$ cat config.mk
export PLATFORM = sky130hd
export DESIGN_NAME = axil_read_queued_flat
export DESIGN_NICKNAME = d
export VERILOG_FILES = /design/src/rtl/axil_read_queued_if.sv /design/src/rtl/axil_read_queued.sv /design/src/flat_wrapper.sv
export SDC_FILE = /design/constraint.sdc
export NUM_CORES = 1
export LEC_CHECK = 0
export CAP_MARGIN = 15
export CORE_UTILIZATION = 56
export CTS_CLUSTER_SIZE = 40
export DETAILED_ROUTE_END_ITERATION = 10
export MAX_ROUTING_LAYER = met4
export PLACE_DENSITY = 0.89
export SLEW_MARGIN = 5
export SYNTH_ARGS = -nofsm -noshare
export SYNTH_HDL_FRONTEND = slang
export SYNTH_SLANG_ARGS = --single-unit
$ cat constraint.sdc
create_clock -name s_axi_aclk -period 5.9 [get_ports s_axi_aclk]
set_clock_uncertainty 0.05 [all_clocks]
set_input_delay 0.885 -clock s_axi_aclk [delete_from_list [all_inputs] [get_ports s_axi_aclk]]
set_output_delay 0.885 -clock s_axi_aclk [all_outputs]
set_load 0.01 [all_outputs]
$ cat src/rtl/axil_read_queued_if.sv
// Purpose: AXI4-Lite read channels plus the upstream request/response port of the queued read engine.
// Latency: none, wiring only.
// Backpressure: s_axi_arready/s_axi_rready toward the engine, s_axi_cfg_rready toward upstream.
// Modports: master = engine side (drives AR, R-ready and the upstream results);
//           slave  = interconnect + upstream side (drives AR-ready, R channel and requests).
interface axil_read_queued_if #(
   parameter int ADDR_W = 32,
   parameter int DATA_W = 32
);
   // AXI4-Lite read address / data channels
   logic [ADDR_W-1:0] s_axi_araddr;
   logic [2:0]        s_axi_arprot;
   logic              s_axi_arvalid;
   logic              s_axi_arready;
   logic [DATA_W-1:0] s_axi_rdata;
   logic [1:0]        s_axi_rresp;
   logic              s_axi_rvalid;
   logic              s_axi_rready;
   // upstream request / result port
   logic              s_axi_cfg_rvalid;
   logic [ADDR_W-1:0] s_axi_cfg_raddr;
   logic              s_axi_cfg_rready;
   logic [DATA_W-1:0] s_axi_cfg_rdata;
   logic [1:0]        s_axi_cfg_rresp;
   logic [ADDR_W-1:0] s_axi_cfg_rdaddr;
   logic              s_axi_cfg_rdv;
   logic              s_axi_cfg_busy;
   logic [15:0]       s_axi_cfg_err_cnt;
   logic              s_axi_cfg_timeout;
   logic              s_axi_cfg_timeout_clr;

   modport master (
      output s_axi_araddr, s_axi_arprot, s_axi_arvalid, s_axi_rready,
      input  s_axi_arready, s_axi_rdata, s_axi_rresp, s_axi_rvalid,
      input  s_axi_cfg_rvalid, s_axi_cfg_raddr, s_axi_cfg_timeout_clr,
      output s_axi_cfg_rready, s_axi_cfg_rdata, s_axi_cfg_rresp, s_axi_cfg_rdaddr,
      output s_axi_cfg_rdv, s_axi_cfg_busy, s_axi_cfg_err_cnt, s_axi_cfg_timeout
   );

   modport slave (
      input  s_axi_araddr, s_axi_arprot, s_axi_arvalid, s_axi_rready,
      output s_axi_arready, s_axi_rdata, s_axi_rresp, s_axi_rvalid,
      output s_axi_cfg_rvalid, s_axi_cfg_raddr, s_axi_cfg_timeout_clr,
      input  s_axi_cfg_rready, s_axi_cfg_rdata, s_axi_cfg_rresp, s_axi_cfg_rdaddr,
      input  s_axi_cfg_rdv, s_axi_cfg_busy, s_axi_cfg_err_cnt, s_axi_cfg_timeout
   );
endinterface

$ cat src/rtl/axil_read_queued.sv
// Purpose: queued AXI4-Lite read master; upstream pushes addresses, reads are issued one at a time in order.
// Latency: push in cycle 0 into an idle engine -> arvalid from cycle 2; R handshake in M -> rdv pulse in M+1.
// Backpressure: s_axi_cfg_rready low while the command queue is full; AR/R obey AXI valid/ready.
// Ports: s_axi_aclk / s_axi_areset (sync, active-high) plus the master modport of axil_read_queued_if:
//   AR/R channels to the interconnect, request push (cfg_rvalid/raddr/rready), result
//   (cfg_rdata/rresp/rdaddr/rdv), status (busy, saturating err_cnt, sticky timeout + clear).
module axil_read_queued #(
   parameter int ADDR_W     = 32,
   parameter int DATA_W     = 32,
   parameter int FIFO_DEPTH = 4,
   parameter int TIMEOUT    = 1024
) (
   input  logic               s_axi_aclk,
   input  logic               s_axi_areset,
   axil_read_queued_if.master bus
);

   localparam int IW = $clog2(FIFO_DEPTH);
   localparam int PW = IW + 1;
   // Counter wide enough to hold TIMEOUT itself so it can park there without wrapping.
   localparam int TW = (TIMEOUT > 0) ? $clog2(TIMEOUT + 1) : 1;

   typedef enum logic [1:0] {
      IDLE  = 2'd0,
      RADDR = 2'd1,
      RDATA = 2'd2
   } state_t;

   state_t            state_q, state_d;
   logic [PW-1:0]     wr_ptr_q, wr_ptr_d;
   logic [PW-1:0]     rd_ptr_q, rd_ptr_d;
   logic [ADDR_W-1:0] mem_q [FIFO_DEPTH];
   logic [ADDR_W-1:0] mem_d [FIFO_DEPTH];
   logic [ADDR_W-1:0] araddr_q, araddr_d;
   logic              arvalid_q, arvalid_d;
   logic              rready_q, rready_d;
   logic [DATA_W-1:0] rdata_q, rdata_d;
   logic [1:0]        rresp_q, rresp_d;
   logic [ADDR_W-1:0] rdaddr_q, rdaddr_d;
   logic              rdv_q, rdv_d;
   logic [15:0]       err_cnt_q, err_cnt_d;
   logic [TW-1:0]     to_cnt_q, to_cnt_d;
   logic              timeout_q, timeout_d;

   logic [PW-1:0]     occ;
   logic              full, empty, push, pop, to_hit;

   // The extra pointer bit distinguishes full from empty when the indices match.
   assign occ   = wr_ptr_q - rd_ptr_q;
   assign full  = (occ == PW'(FIFO_DEPTH));
   assign empty = (occ == '0);
   assign push  = bus.s_axi_cfg_rvalid && !full;
   assign pop   = (state_q == IDLE) && !empty;

   // Fires in the TIMEOUT-th cycle of an outstanding read; the counter then parks so it fires once.
   assign to_hit = (TIMEOUT != 0) && (state_q != IDLE) && (to_cnt_q == TW'(TIMEOUT - 1));

   always_comb begin
      state_d   = state_q;
      wr_ptr_d  = push ? wr_ptr_q + PW'(1) : wr_ptr_q;
      rd_ptr_d  = pop  ? rd_ptr_q + PW'(1) : rd_ptr_q;
      mem_d     = mem_q;
      araddr_d  = araddr_q;
      arvalid_d = arvalid_q;
      rready_d  = rready_q;
      rdata_d   = rdata_q;
      rresp_d   = rresp_q;
      rdaddr_d  = rdaddr_q;
      rdv_d     = 1'b0;
      err_cnt_d = err_cnt_q;

      if (push) begin
         mem_d[wr_ptr_q[IW-1:0]] = bus.s_axi_cfg_raddr;
      end

      case (state_q)
         IDLE: begin
            if (!empty) begin
               araddr_d  = mem_q[rd_ptr_q[IW-1:0]];
               rdaddr_d  = mem_q[rd_ptr_q[IW-1:0]];
               arvalid_d = 1'b1;
               state_d   = RADDR;
            end
         end
         RADDR: begin
            if (bus.s_axi_arready) begin
               arvalid_d = 1'b0;
               araddr_d  = '0;
               rready_d  = 1'b1;
               state_d   = RDATA;
            end
         end
         RDATA: begin
            if (bus.s_axi_rvalid) begin
               rdata_d  = bus.s_axi_rdata;
               rresp_d  = bus.s_axi_rresp;
               rdv_d    = 1'b1;
               rready_d = 1'b0;
               state_d  = IDLE;
               if (bus.s_axi_rresp != 2'b00 && err_cnt_q != 16'hFFFF) begin
                  err_cnt_d = err_cnt_q + 16'd1;
               end
            end
         end
         default: begin
            state_d   = IDLE;
            arvalid_d = 1'b0;
            araddr_d  = '0;
            rready_d  = 1'b0;
         end
      endcase

      // Cleared on the edge leaving IDLE, so the first outstanding cycle sees zero.
      if (state_q == IDLE) begin
         to_cnt_d = '0;
      end else if (to_cnt_q == TW'(TIMEOUT)) begin
         to_cnt_d = to_cnt_q;
      end else begin
         to_cnt_d = to_cnt_q + TW'(1);
      end

      // Set has priority over clear so a coincident clear never hides a fresh timeout.
      if (to_hit) begin
         timeout_d = 1'b1;
      end else if (bus.s_axi_cfg_timeout_clr) begin
         timeout_d = 1'b0;
      end else begin
         timeout_d = timeout_q;
      end
   end

   always_ff @(posedge s_axi_aclk) begin
      if (s_axi_areset) begin
         state_q   <= IDLE;
         wr_ptr_q  <= '0;
         rd_ptr_q  <= '0;
         araddr_q  <= '0;
         arvalid_q <= 1'b0;
         rready_q  <= 1'b0;
         rdata_q   <= '0;
         rresp_q   <= '0;
         rdaddr_q  <= '0;
         rdv_q     <= 1'b0;
         err_cnt_q <= '0;
         to_cnt_q  <= '0;
         timeout_q <= 1'b0;
      end else begin
         state_q   <= state_d;
         wr_ptr_q  <= wr_ptr_d;
         rd_ptr_q  <= rd_ptr_d;
         araddr_q  <= araddr_d;
         arvalid_q <= arvalid_d;
         rready_q  <= rready_d;
         rdata_q   <= rdata_d;
         rresp_q   <= rresp_d;
         rdaddr_q  <= rdaddr_d;
         rdv_q     <= rdv_d;
         err_cnt_q <= err_cnt_d;
         to_cnt_q  <= to_cnt_d;
         timeout_q <= timeout_d;
      end
   end

   // Queue storage needs no reset: entries are only read once the pointers say they were written.
   always_ff @(posedge s_axi_aclk) begin
      mem_q <= mem_d;
   end

   assign bus.s_axi_araddr      = araddr_q;
   assign bus.s_axi_arprot      = 3'b000;
   assign bus.s_axi_arvalid     = arvalid_q;
   assign bus.s_axi_rready      = rready_q;
   assign bus.s_axi_cfg_rready  = !full;
   assign bus.s_axi_cfg_rdata   = rdata_q;
   assign bus.s_axi_cfg_rresp   = rresp_q;
   assign bus.s_axi_cfg_rdaddr  = rdaddr_q;
   assign bus.s_axi_cfg_rdv     = rdv_q;
   assign bus.s_axi_cfg_busy    = !empty || (state_q != IDLE);
   assign bus.s_axi_cfg_err_cnt = err_cnt_q;
   assign bus.s_axi_cfg_timeout = timeout_q;

endmodule

$ cat src/flat_wrapper.sv
// flat-port wrapper written by rule: the top's interface ports become plain ports
module axil_read_queued_flat 
#(
   parameter int ADDR_W     = 32,
   parameter int DATA_W     = 32,
   parameter int FIFO_DEPTH = 4,
   parameter int TIMEOUT    = 1024
)
  (s_axi_aclk, s_axi_areset, bus_s_axi_araddr, bus_s_axi_arprot, bus_s_axi_arvalid, bus_s_axi_rready, bus_s_axi_arready, bus_s_axi_rdata, bus_s_axi_rresp, bus_s_axi_rvalid, bus_s_axi_cfg_rvalid, bus_s_axi_cfg_raddr, bus_s_axi_cfg_timeout_clr, bus_s_axi_cfg_rready, bus_s_axi_cfg_rdata, bus_s_axi_cfg_rresp, bus_s_axi_cfg_rdaddr, bus_s_axi_cfg_rdv, bus_s_axi_cfg_busy, bus_s_axi_cfg_err_cnt, bus_s_axi_cfg_timeout);
  axil_read_queued_if #(.ADDR_W(ADDR_W), .DATA_W(DATA_W)) bus_i ();
  input  logic s_axi_aclk;
  input  logic s_axi_areset;
  output wire logic [$bits(bus_i.s_axi_araddr)-1:0] bus_s_axi_araddr;
  output wire logic [$bits(bus_i.s_axi_arprot)-1:0] bus_s_axi_arprot;
  output wire logic [$bits(bus_i.s_axi_arvalid)-1:0] bus_s_axi_arvalid;
  output wire logic [$bits(bus_i.s_axi_rready)-1:0] bus_s_axi_rready;
  input wire logic [$bits(bus_i.s_axi_arready)-1:0] bus_s_axi_arready;
  input wire logic [$bits(bus_i.s_axi_rdata)-1:0] bus_s_axi_rdata;
  input wire logic [$bits(bus_i.s_axi_rresp)-1:0] bus_s_axi_rresp;
  input wire logic [$bits(bus_i.s_axi_rvalid)-1:0] bus_s_axi_rvalid;
  input wire logic [$bits(bus_i.s_axi_cfg_rvalid)-1:0] bus_s_axi_cfg_rvalid;
  input wire logic [$bits(bus_i.s_axi_cfg_raddr)-1:0] bus_s_axi_cfg_raddr;
  input wire logic [$bits(bus_i.s_axi_cfg_timeout_clr)-1:0] bus_s_axi_cfg_timeout_clr;
  output wire logic [$bits(bus_i.s_axi_cfg_rready)-1:0] bus_s_axi_cfg_rready;
  output wire logic [$bits(bus_i.s_axi_cfg_rdata)-1:0] bus_s_axi_cfg_rdata;
  output wire logic [$bits(bus_i.s_axi_cfg_rresp)-1:0] bus_s_axi_cfg_rresp;
  output wire logic [$bits(bus_i.s_axi_cfg_rdaddr)-1:0] bus_s_axi_cfg_rdaddr;
  output wire logic [$bits(bus_i.s_axi_cfg_rdv)-1:0] bus_s_axi_cfg_rdv;
  output wire logic [$bits(bus_i.s_axi_cfg_busy)-1:0] bus_s_axi_cfg_busy;
  output wire logic [$bits(bus_i.s_axi_cfg_err_cnt)-1:0] bus_s_axi_cfg_err_cnt;
  output wire logic [$bits(bus_i.s_axi_cfg_timeout)-1:0] bus_s_axi_cfg_timeout;
  assign bus_s_axi_araddr = bus_i.s_axi_araddr;
  assign bus_s_axi_arprot = bus_i.s_axi_arprot;
  assign bus_s_axi_arvalid = bus_i.s_axi_arvalid;
  assign bus_s_axi_rready = bus_i.s_axi_rready;
  assign bus_i.s_axi_arready = bus_s_axi_arready;
  assign bus_i.s_axi_rdata = bus_s_axi_rdata;
  assign bus_i.s_axi_rresp = bus_s_axi_rresp;
  assign bus_i.s_axi_rvalid = bus_s_axi_rvalid;
  assign bus_i.s_axi_cfg_rvalid = bus_s_axi_cfg_rvalid;
  assign bus_i.s_axi_cfg_raddr = bus_s_axi_cfg_raddr;
  assign bus_i.s_axi_cfg_timeout_clr = bus_s_axi_cfg_timeout_clr;
  assign bus_s_axi_cfg_rready = bus_i.s_axi_cfg_rready;
  assign bus_s_axi_cfg_rdata = bus_i.s_axi_cfg_rdata;
  assign bus_s_axi_cfg_rresp = bus_i.s_axi_cfg_rresp;
  assign bus_s_axi_cfg_rdaddr = bus_i.s_axi_cfg_rdaddr;
  assign bus_s_axi_cfg_rdv = bus_i.s_axi_cfg_rdv;
  assign bus_s_axi_cfg_busy = bus_i.s_axi_cfg_busy;
  assign bus_s_axi_cfg_err_cnt = bus_i.s_axi_cfg_err_cnt;
  assign bus_s_axi_cfg_timeout = bus_i.s_axi_cfg_timeout;
  axil_read_queued #(.ADDR_W(ADDR_W), .DATA_W(DATA_W), .FIFO_DEPTH(FIFO_DEPTH), .TIMEOUT(TIMEOUT)) u_core (.s_axi_aclk(s_axi_aclk), .s_axi_areset(s_axi_areset), .bus(bus_i));
endmodule
==> metrics <==
status=finished, final reports clean; CTS tree=built; Post-Synthesis Cells=739; min cycle time layout=4.14 ns; ys async rst share=0; largest family of logic cells by synthesized area=compound AO/OA/AOI/OAI gates; Netlist cell types=53; Post-Place Cells=approximately 1100; TritonCTS Buffers=27; Startpoint Class=flop; final design utilization=0.748; slew margin rel.=0.246; xor/xnor share of the synthesized area=0.0102; IO Pins=just under 200; Yosys warning total=0; IR drop worst, VDD=~340 uV; commonest non-fill, non-tap cell in the layout=clkdlybuf4s50_1; fin crit share=0.702; most frequent cells in the layout=clkdlybuf4s50_1, dfxtp_1, edfxtp_1, nand2_1, a22o_1; clk_lat worst skew=around 0.55 ns; first-pass GRT wire length=35800 um; combinational power share=0.291; post-CTS setup buffers=0; compound-cell area share of the yosys netlist=0.112; FILL cells=1035; PwrDens=463 nW/um^2; mux cell area share after synthesis=0.0783; initial antenna violation count=1; largest cells by area after synthesis=edfxtp_1, dfxtp_1, mux4_2; post-DR vias/cell=5.84; hold-fix buffers at CTS=0; Slew @ Worst Pin=about 1.1 ns; die height=136 um; vias in the first global route=6718; fmax=241 MHz; FP Rows=48; Place WS=2.34 ns; post-synthesis sequential area ratio=0.656; clock slew at reported path FFs=0.06 ns; Pins Over Slew Limit=0; Final nets=roughly 1000; Avg Inst Size Synth=roughly 14 sq um; Fin Setup TNS=0 ns; largest net degree at the start of global routing=102; Lkg Pwr=about 4.4 nW; global route total overflow=0; Simple-Gate Fraction of Synth Area=0.103; dpl hpwl=14700 um; Max clock buf depth=3; Cell Area, Synth=10000 sq um; sw frac=0.298; CTS Sinks=265; All-Layer GR Usage=0.260; TritonRoute pass-1 iters=5; DRC viols=0; maxcap violations=0; Worst Path Max Fanout=34; Setup Crit Path Kind=reg2out; CP arrival=3.21 ns; H-tree levels=1; number of synthesized register bits=about 270; Core Footprint=about 17000 sq um; Power Internal=roughly 0.0042 W; drt initial violations=between 500 and 600; post_cts resized=0; slack of the critical path=1.76 ns; sw power=approximately 0.0018 W; post-synth top area cell=edfxtp_1; Hold Fails Final Rpt=0; wire length after detailed routing=between 20000 and 25000 um; die footprint=about 18000 sq um; Clock Root Buffer=clkbuf_16; EDFF count, synth=128; post-synthesis adder-cell area fraction=0.0125; Die Width=136 um; RSZ-0062 raised after global routing=no; via count=6813; Fin Hold WS=0.405 ns; Setup violations, final=0; Seq pwr share=0.416; port bufs=191; CP endpoint kind=output pin; gpl congestion=0.810; Antenna Nets Post-Route=0; Synth top area share=0.383; WL per Instance=~20 um; share of layout cells above drive strength 1=0.109; clock network fraction of total power=0.293; worst min-delay path class=reg2reg; area grow syn2layout=29.8%; initial core utilization=0.576; worst path required time=between 4 and 5 ns; Final Non-Filler Cells=1166; Synth Flop Type=dfxtp_1
==> metrics by stage <==
step | power [W] | area [sq um]
2_1_floorplan | 0.00346 | 10000
3_3_place_gp | 0.00419 | 12100
3_5_place_dp | 0.00426 | 12100
4_1_cts | 0.00605 | 13000
5_1_grt | 0.00625 | 13000
6_report | 0.00603 | 13000
==> routing by layer <==
metal  part of all wire  global-route usage  up-vias
li1                   -                   -     3135
met1               0.40               0.318     3365
met2               0.51               0.428      254
met3              0.063              0.0496       59
met4              0.032               0.101        0
met5                  0                   -        -
==> area by class of cell <==
| class | instances | area (sq um) | share of cell area |
|---|---|---|---|
| flip-flops and latches | 265 | 6590 | 0.506 |
| clock inverters | 9 | 123 | 0.00941 |
| repair buffers | 199 | 1970 | 0.151 |
| well taps | 225 | 282 | 0.0216 |
| inverters | 7 | 26.3 | 0.00202 |
| clock buffers | 41 | 821 | 0.0630 |
| diodes | 1 | 2.50 | 0.000192 |
| multi-input cells | 419 | 3220 | 0.247 |
==> worst paths after layout <==
| check | to | start | slack, ns | cells after the start |
|---|---|---|---|---|
| setup / recovery | bus_s_axi_cfg_busy | u_core.rd_ptr_q[1]$_SDFFE_PP0P_ | 1.76 | 6 |
| hold reg to reg | u_core.bus.s_axi_cfg_rdata[2]$_SDFFE_PP0P_ | u_core.bus.s_axi_cfg_rdata[2]$_SDFFE_PP0P_ | 0.40 | 2 |
| setup reg to reg | u_core.mem_q[72]$_DFFE_PP_ | u_core.rd_ptr_q[1]$_SDFFE_PP0P_ | 2.31 | 6 |
| hold / removal | u_core.bus.s_axi_cfg_rdata[2]$_SDFFE_PP0P_ | u_core.bus.s_axi_cfg_rdata[2]$_SDFFE_PP0P_ | 0.40 | 2 |
==> power by group through the flow <==
stage,registers (W),logic [W],clock network [W]
after global routing,0.00254,0.00185,0.00186
final,0.00251,0.00175,0.00177
after floorplan,0.00255,0.000905,0
after global placement,0.00252,0.00167,0
after detailed placement,0.00253,0.00173,0
after CTS,0.00251,0.00176,0.00178
==> Yosys cell counts, drive strengths merged, types with 3 or more instances <==
| cell type | instances |
|---|---|
| a22o | 64 |
| or3 | 6 |
| buf | 19 |
| xnor2 | 6 |
| ha | 10 |
| o31ai | 9 |
| mux4 | 32 |
| edfxtp | 128 |
| nor3 | 6 |
| nand3 | 10 |
| o41ai | 3 |
| o21ai | 13 |
| nor4 | 4 |
| clkbuf | 31 |
| xor2 | 4 |
| mux2 | 4 |
| a21oi | 55 |
| nand2 | 79 |
| and2 | 4 |
| nand3b | 4 |
| or4 | 6 |
| inv | 7 |
| nor2 | 27 |
| nand4 | 6 |
| nor2b | 37 |
| dfxtp | 137 |
==> state kept, by name (all words and copies together) (netlist names) <==
| register | flops |
|---|---|
| u_core.bus.s_axi_cfg_timeout | 1 |
| u_core.bus.s_axi_cfg_rdata | 32 |
| u_core.bus.s_axi_cfg_rresp | 2 |
| u_core.bus.s_axi_cfg_err_cnt | 16 |
| u_core.rd_ptr_q | 3 |
| u_core.bus.s_axi_arvalid | 1 |
| u_core.wr_ptr_q | 3 |
| u_core.bus.s_axi_araddr | 32 |
| u_core.to_cnt_q | 11 |
| u_core.state_q | 2 |
| u_core.bus.s_axi_cfg_rdaddr | 32 |
| u_core.mem_q | 128 |
| u_core.bus.s_axi_rready | 1 |
| u_core.bus.s_axi_cfg_rdv | 1 |
==> critical path, stage by stage, from the launching register on <==
cell and delay [ns]:
dfxtp_2 0.88, inv_1 0.14, ha_1 0.24, nor2b_1 0.27, xor2_1 0.47, nand3_1 0.13
clkdlybuf4s50_1 0.53
==> cells by family (layout without fill, tap and decap cells) <==
| logic type | after synthesis | count (layout) |
|---|---|---|
| AO/OA/AOI/OAI | 156 | 156 |
| XOR/XNOR | 10 | 10 |
| adder cells (fa/ha/maj) | 10 | 10 |
| buffers and inverters | 57 | 256 |
| flip-flops | 265 | 265 |
| multiplexers | 38 | 38 |
| other | 1 | 4 |
| AND/OR/NAND/NOR | 202 | 202 |
Power figures use the tool's default switching activity.
==> RTL edit 1 (config.mk and constraints unchanged) <==
`DATA_W` is set to 32 in 3 places; all go to 64.
--- a/src/rtl/axil_read_queued_if.sv
+++ b/src/rtl/axil_read_queued_if.sv
@@ -5,7 +5,7 @@
 //           slave  = interconnect + upstream side (drives AR-ready, R channel and requests).
 interface axil_read_queued_if #(
    parameter int ADDR_W = 32,
-   parameter int DATA_W = 32
+   parameter int DATA_W = 64
 );
    // AXI4-Lite read address / data channels
    logic [ADDR_W-1:0] s_axi_araddr;
--- a/src/rtl/axil_read_queued.sv
+++ b/src/rtl/axil_read_queued.sv
@@ -6,7 +6,7 @@
 //   (cfg_rdata/rresp/rdaddr/rdv), status (busy, saturating err_cnt, sticky timeout + clear).
 module axil_read_queued #(
    parameter int ADDR_W     = 32,
-   parameter int DATA_W     = 32,
+   parameter int DATA_W     = 64,
    parameter int FIFO_DEPTH = 4,
    parameter int TIMEOUT    = 1024
 ) (
--- a/src/flat_wrapper.sv
+++ b/src/flat_wrapper.sv
@@ -2,7 +2,7 @@
 module axil_read_queued_flat 
 #(
    parameter int ADDR_W     = 32,
-   parameter int DATA_W     = 32,
+   parameter int DATA_W     = 64,
    parameter int FIFO_DEPTH = 4,
    parameter int TIMEOUT    = 1024
 )
Interface: changed (resized bus_s_axi_cfg_rdata and bus_s_axi_rdata); port bits go from 195 to 259. The function was not compared with the original's and may differ.
==> RTL edit 1 against the original RTL <==
Sequential cell count grew 32; count of clock-buffer cells in the layout shrank 6; cell area grew 13%; setup slack lost 0.082 ns; highest routed layer unchanged; power grew 6.5%; combinational power grew 6%; largest cell class unchanged; area after synthesis grew 10%; wire length grew 23%.
==> RTL edit 1: results (changes against the original RTL) <==
power:
  peakVddDrop_uv: 332.4  # -1.1%
  swShare: 0.3004  # +0.002631
  leakagePower_nw: 4.961  # +12%
  pg_clk_mw: 1.82  # +3%
synth:
  yosys-top-cells-count: "169 x dfxtp_1, 145 x nand2_1, 128 x edfxtp_1"
  synthTopCellsByArea: "edfxtp_1 35%, dfxtp_1 31%, mux4_2 6.5%, a22o_1 5.1%, nand2_1 4.9%"
  synthXorXnorAreaFrac: 0.007925  # -0.002296
  ys_seq_area_frac: 0.6539  # -0.002202
critical_path:
  slowest_delay_ns: 0.90  # +0.02 ns
  crit_arrival_ns: 3.29  # +0.08 ns
cells_and_area:
  n_all_buffers: 264  # +33%
  multi_input_area_share: 0.2436  # -0.003437
  drive_above_1_share: 0.09067  # -0.01784
  nNetsFinal: 1228  # +23%
  num-clock-buffers: 35  # -15%
  clk_share: 0.06349  # -0.008904
  fillerInstances: 1139  # +10%
  fin_cells: 1401  # +20%
  final-nonclk-buf-share: 0.1774  # +0.02628
global_route:
  use_met1: 0.3325  # +0.01409
  grt_pass1_wl_mm: 42.74  # +19%
  use_met2: 0.4773  # +0.04958
  grt_use_met3: 0.06057  # +0.01098
run_status:
  status: "completed"
placement:
  routabilityCongestion: 0.8337  # +3.0%
  hpwl_mm: 17.70  # +20%
  place_inst: 1347  # +21%
clock_network:
  cts_made_buffers: 29  # +7.4%
floorplan:
  fp-row-count: 51  # +6.3%
drt:
  routedLengthMet1_mm: 10.79  # +17%
  drt_iter0_markers: 591  # +6.7%
[RTL edit 1: stage by stage]
step / setup WS (ns) / hold WS (ns) / utilization
floorplan: 2.041 / 0.4301 / -
global placement: 2.181 / 0.3911 / 0.7114
detailed placement: 2.146 / 0.3958 / 0.7114
CTS: 1.679 / 0.4044 / 0.7596
global route: 1.500 / 0.4238 / 0.7599
finish: 1.675 / 0.4024 / 0.7599
[RTL edit 1: path summary, 6_finish.rpt]
kind,startpoint,endpoint,slack [ns],cells after the start
worst max-delay path,u_core.rd_ptr_q[1],bus_s_axi_cfg_busy,1.67,6
worst min-delay path,u_core.bus.s_axi_cfg_rdata[22],u_core.bus.s_axi_cfg_rdata[22],0.40,2
worst max register to register,u_core.rd_ptr_q[1],u_core.mem_q[68],2.18,6
worst min register to register,u_core.bus.s_axi_cfg_rdata[22],u_core.bus.s_axi_cfg_rdata[22],0.40,2
==> RTL edit 2 (config.mk and constraints unchanged) <==
Made on the original files. The 3 states of `state_t` get a one-hot encoding in 3 bits.
--- a/src/rtl/axil_read_queued.sv
+++ b/src/rtl/axil_read_queued.sv
@@ -20,10 +20,10 @@
    // Counter wide enough to hold TIMEOUT itself so it can park there without wrapping.
    localparam int TW = (TIMEOUT > 0) ? $clog2(TIMEOUT + 1) : 1;
 
-   typedef enum logic [1:0] {
-      IDLE  = 2'd0,
-      RADDR = 2'd1,
-      RDATA = 2'd2
+   typedef enum logic [2:0] {
+      IDLE  = 3'b001,
+      RADDR = 3'b010,
+      RDATA = 3'b100
    } state_t;
 
    state_t            state_q, state_d;
Behaviour: no difference found for any inputs over 4 cycles, from zero or initial values and one cycle with s_axi_areset high; so few cycles prove little.
==> RTL edit 2 against the original RTL <==
Power barely moved; sequential cell count increased by 1; area after synthesis grew 2.5%; count of clock-buffer cells in the layout shrank 12; wire length increased by 7.1%; maximum frequency shrank 6.2%; worst hold slack lost 0.0012 ns; cell area is 1.6% higher; synthesized cell count grew 8.4%; setup slack worse by 0.27 ns; via count increased by 9.3%; critical path type unchanged; critical endpoint unchanged; largest cell class unchanged; highest routed layer unchanged.
==> RTL edit 2: results (changes against the original RTL) <==
run_status:
  status: "completed"
power:
  leakagePower_nw: 4.365  # -1.3%
  peakVddDrop_uv: 333.2  # -0.83%
drt:
  drt_iter0_markers: 803  # +45%
  wire_per_inst_microns: 20.46  # +2.5%
  viasPerCell: 6.112  # +4.6%
  drt_first_pass_iters: 6  # +1
cells_and_area:
  largest_reg_flops: 128  # unchanged
  nNetsFinal: 1052  # +5.1%
  multiInputGateArea_sq_um: 3466  # +7.7%
  fillerInstances: 1161  # +12%
  antenna_cells: 0  # -1
  drive_above_1_share: 0.1081  # -0.0004298
  fin_cells: 1219  # +4.5%
  num-clock-buffers: 29  # -29%
  final-nonclk-buf-share: 0.1515  # +0.0004203
  seq_share: 0.4991  # -0.006563
  n_all_buffers: 204  # +2.5%
  clk_share: 0.06321  # -0.009187
  inv_count: 10  # +3
  multi_input_comb_cells: 462  # +10%
critical_path:
  critPathSlowestCell: "nand2_2"
  regToRegSetupSlack_ns: 2.15  # -0.16 ns
  crit_arrival_ns: 3.48  # +0.27 ns
  crit_fanout: 39  # +15%
clock_network:
  clock_latency_ns: 0.53  # -0.02 ns
  clock_sinks: 266  # +0.38%
  cts_made_buffers: 26  # -3.7%
global_route:
  antenna_found_initial: 0  # -1
  grt_pass1_vias: 7032  # +4.7%
  grt_max_degree: 78  # -24%
  grtUsageTotal: 0.2708  # +0.01086
  grt_pass1_wl_mm: 37.67  # +5.3%
synth:
  synthTopCellsByArea: "edfxtp_1 37%, dfxtp_1 27%, mux4_2 7.0%, a21oi_1 4.3%, o31ai_1 3.1%"
  yosys-top-cells-count: "138 x dfxtp_1, 128 x edfxtp_1, 89 x a21oi_1"
  synthMuxAreaShare: 0.07636  # -0.001913
  synthXorXnorAreaFrac: 0.009363  # -0.0008578
  synth_fa_ha_area_frac: 0.01216  # -0.0003046
  avgSynthCellArea_sq_um: 12.85  # -5.4%
  yosysUniqueCellTypes: 56  # +5.7%
  ys_seq_area_frac: 0.6420  # -0.01409
placement:
  placed_cell_area_sq_um: 12410  # +2.7%
  routabilityCongestion: 0.8746  # +8.0%
  hpwl_mm: 15.69  # +6.8%
sta:
  slew_headroom: 0.4168  # +0.1706
  fin_crit_ns: 4.414  # +0.2715 ns
floorplan:
  n_tap_cell: 229  # +1.8%
job:
  drv_cap: 0  # unchanged
-- RTL edit 2: changes by cell type after synthesis, sizes merged, moves of 4 or more --
cell | unedited run | this run
clkbuf | 31 | 45
o31ai | 9 | 43
a21oi | 55 | 89
or4 | 6 | 10
o211ai | 0 | 34
nor2b | 37 | 7
a22o | 64 | 32
-- RTL edit 2: stage by stage --
stage	utilization	hold WS (ns)
after global routing	0.7372	0.4202
after floorplan	-	0.4305
after global placement	0.6906	0.3909
after CTS	0.7372	0.4045
final	0.7372	0.4034
after detailed placement	0.6906	0.3957
-- RTL edit 2: critical path, delay by kind of cell, from the launching register on --
family                     cells  cell delay, ns
buffers and inverters          2            1.15
and+or+nand+nor                2            0.75
adders and majority gates      1            0.43
DFF                            1            0.31
AOI/OAI and AO/OA              1            0.31
-- RTL edit 2: power breakdown --
part           internal (mW)  leakage, nW  switching (mW)
registers               2.29         2.30           0.231
logic                  0.877         1.68            1.03
clock network          0.921        0.390           0.683
-- RTL edit 2: final timing paths --
path | end | from | cells past startpoint
setup reg to reg | u_core.bus.s_axi_araddr[18] | u_core.rd_ptr_q[0] | 8
setup / recovery | bus_s_axi_cfg_busy | u_core.rd_ptr_q[0] | 6
hold reg to reg | u_core.bus.s_axi_cfg_rdata[22] | u_core.bus.s_axi_cfg_rdata[22] | 2
hold / removal | u_core.bus.s_axi_cfg_rdata[22] | u_core.bus.s_axi_cfg_rdata[22] | 2
-- RTL edit 2: routing by layer --
layer	GRT usage	routed length, microns	up-vias
met5	-	0	-
met4	0.1013	698	0
met3	0.05372	2683	56
met2	0.4489	12300	434
met1	0.3281	9258	3579
li1	-	-	3381
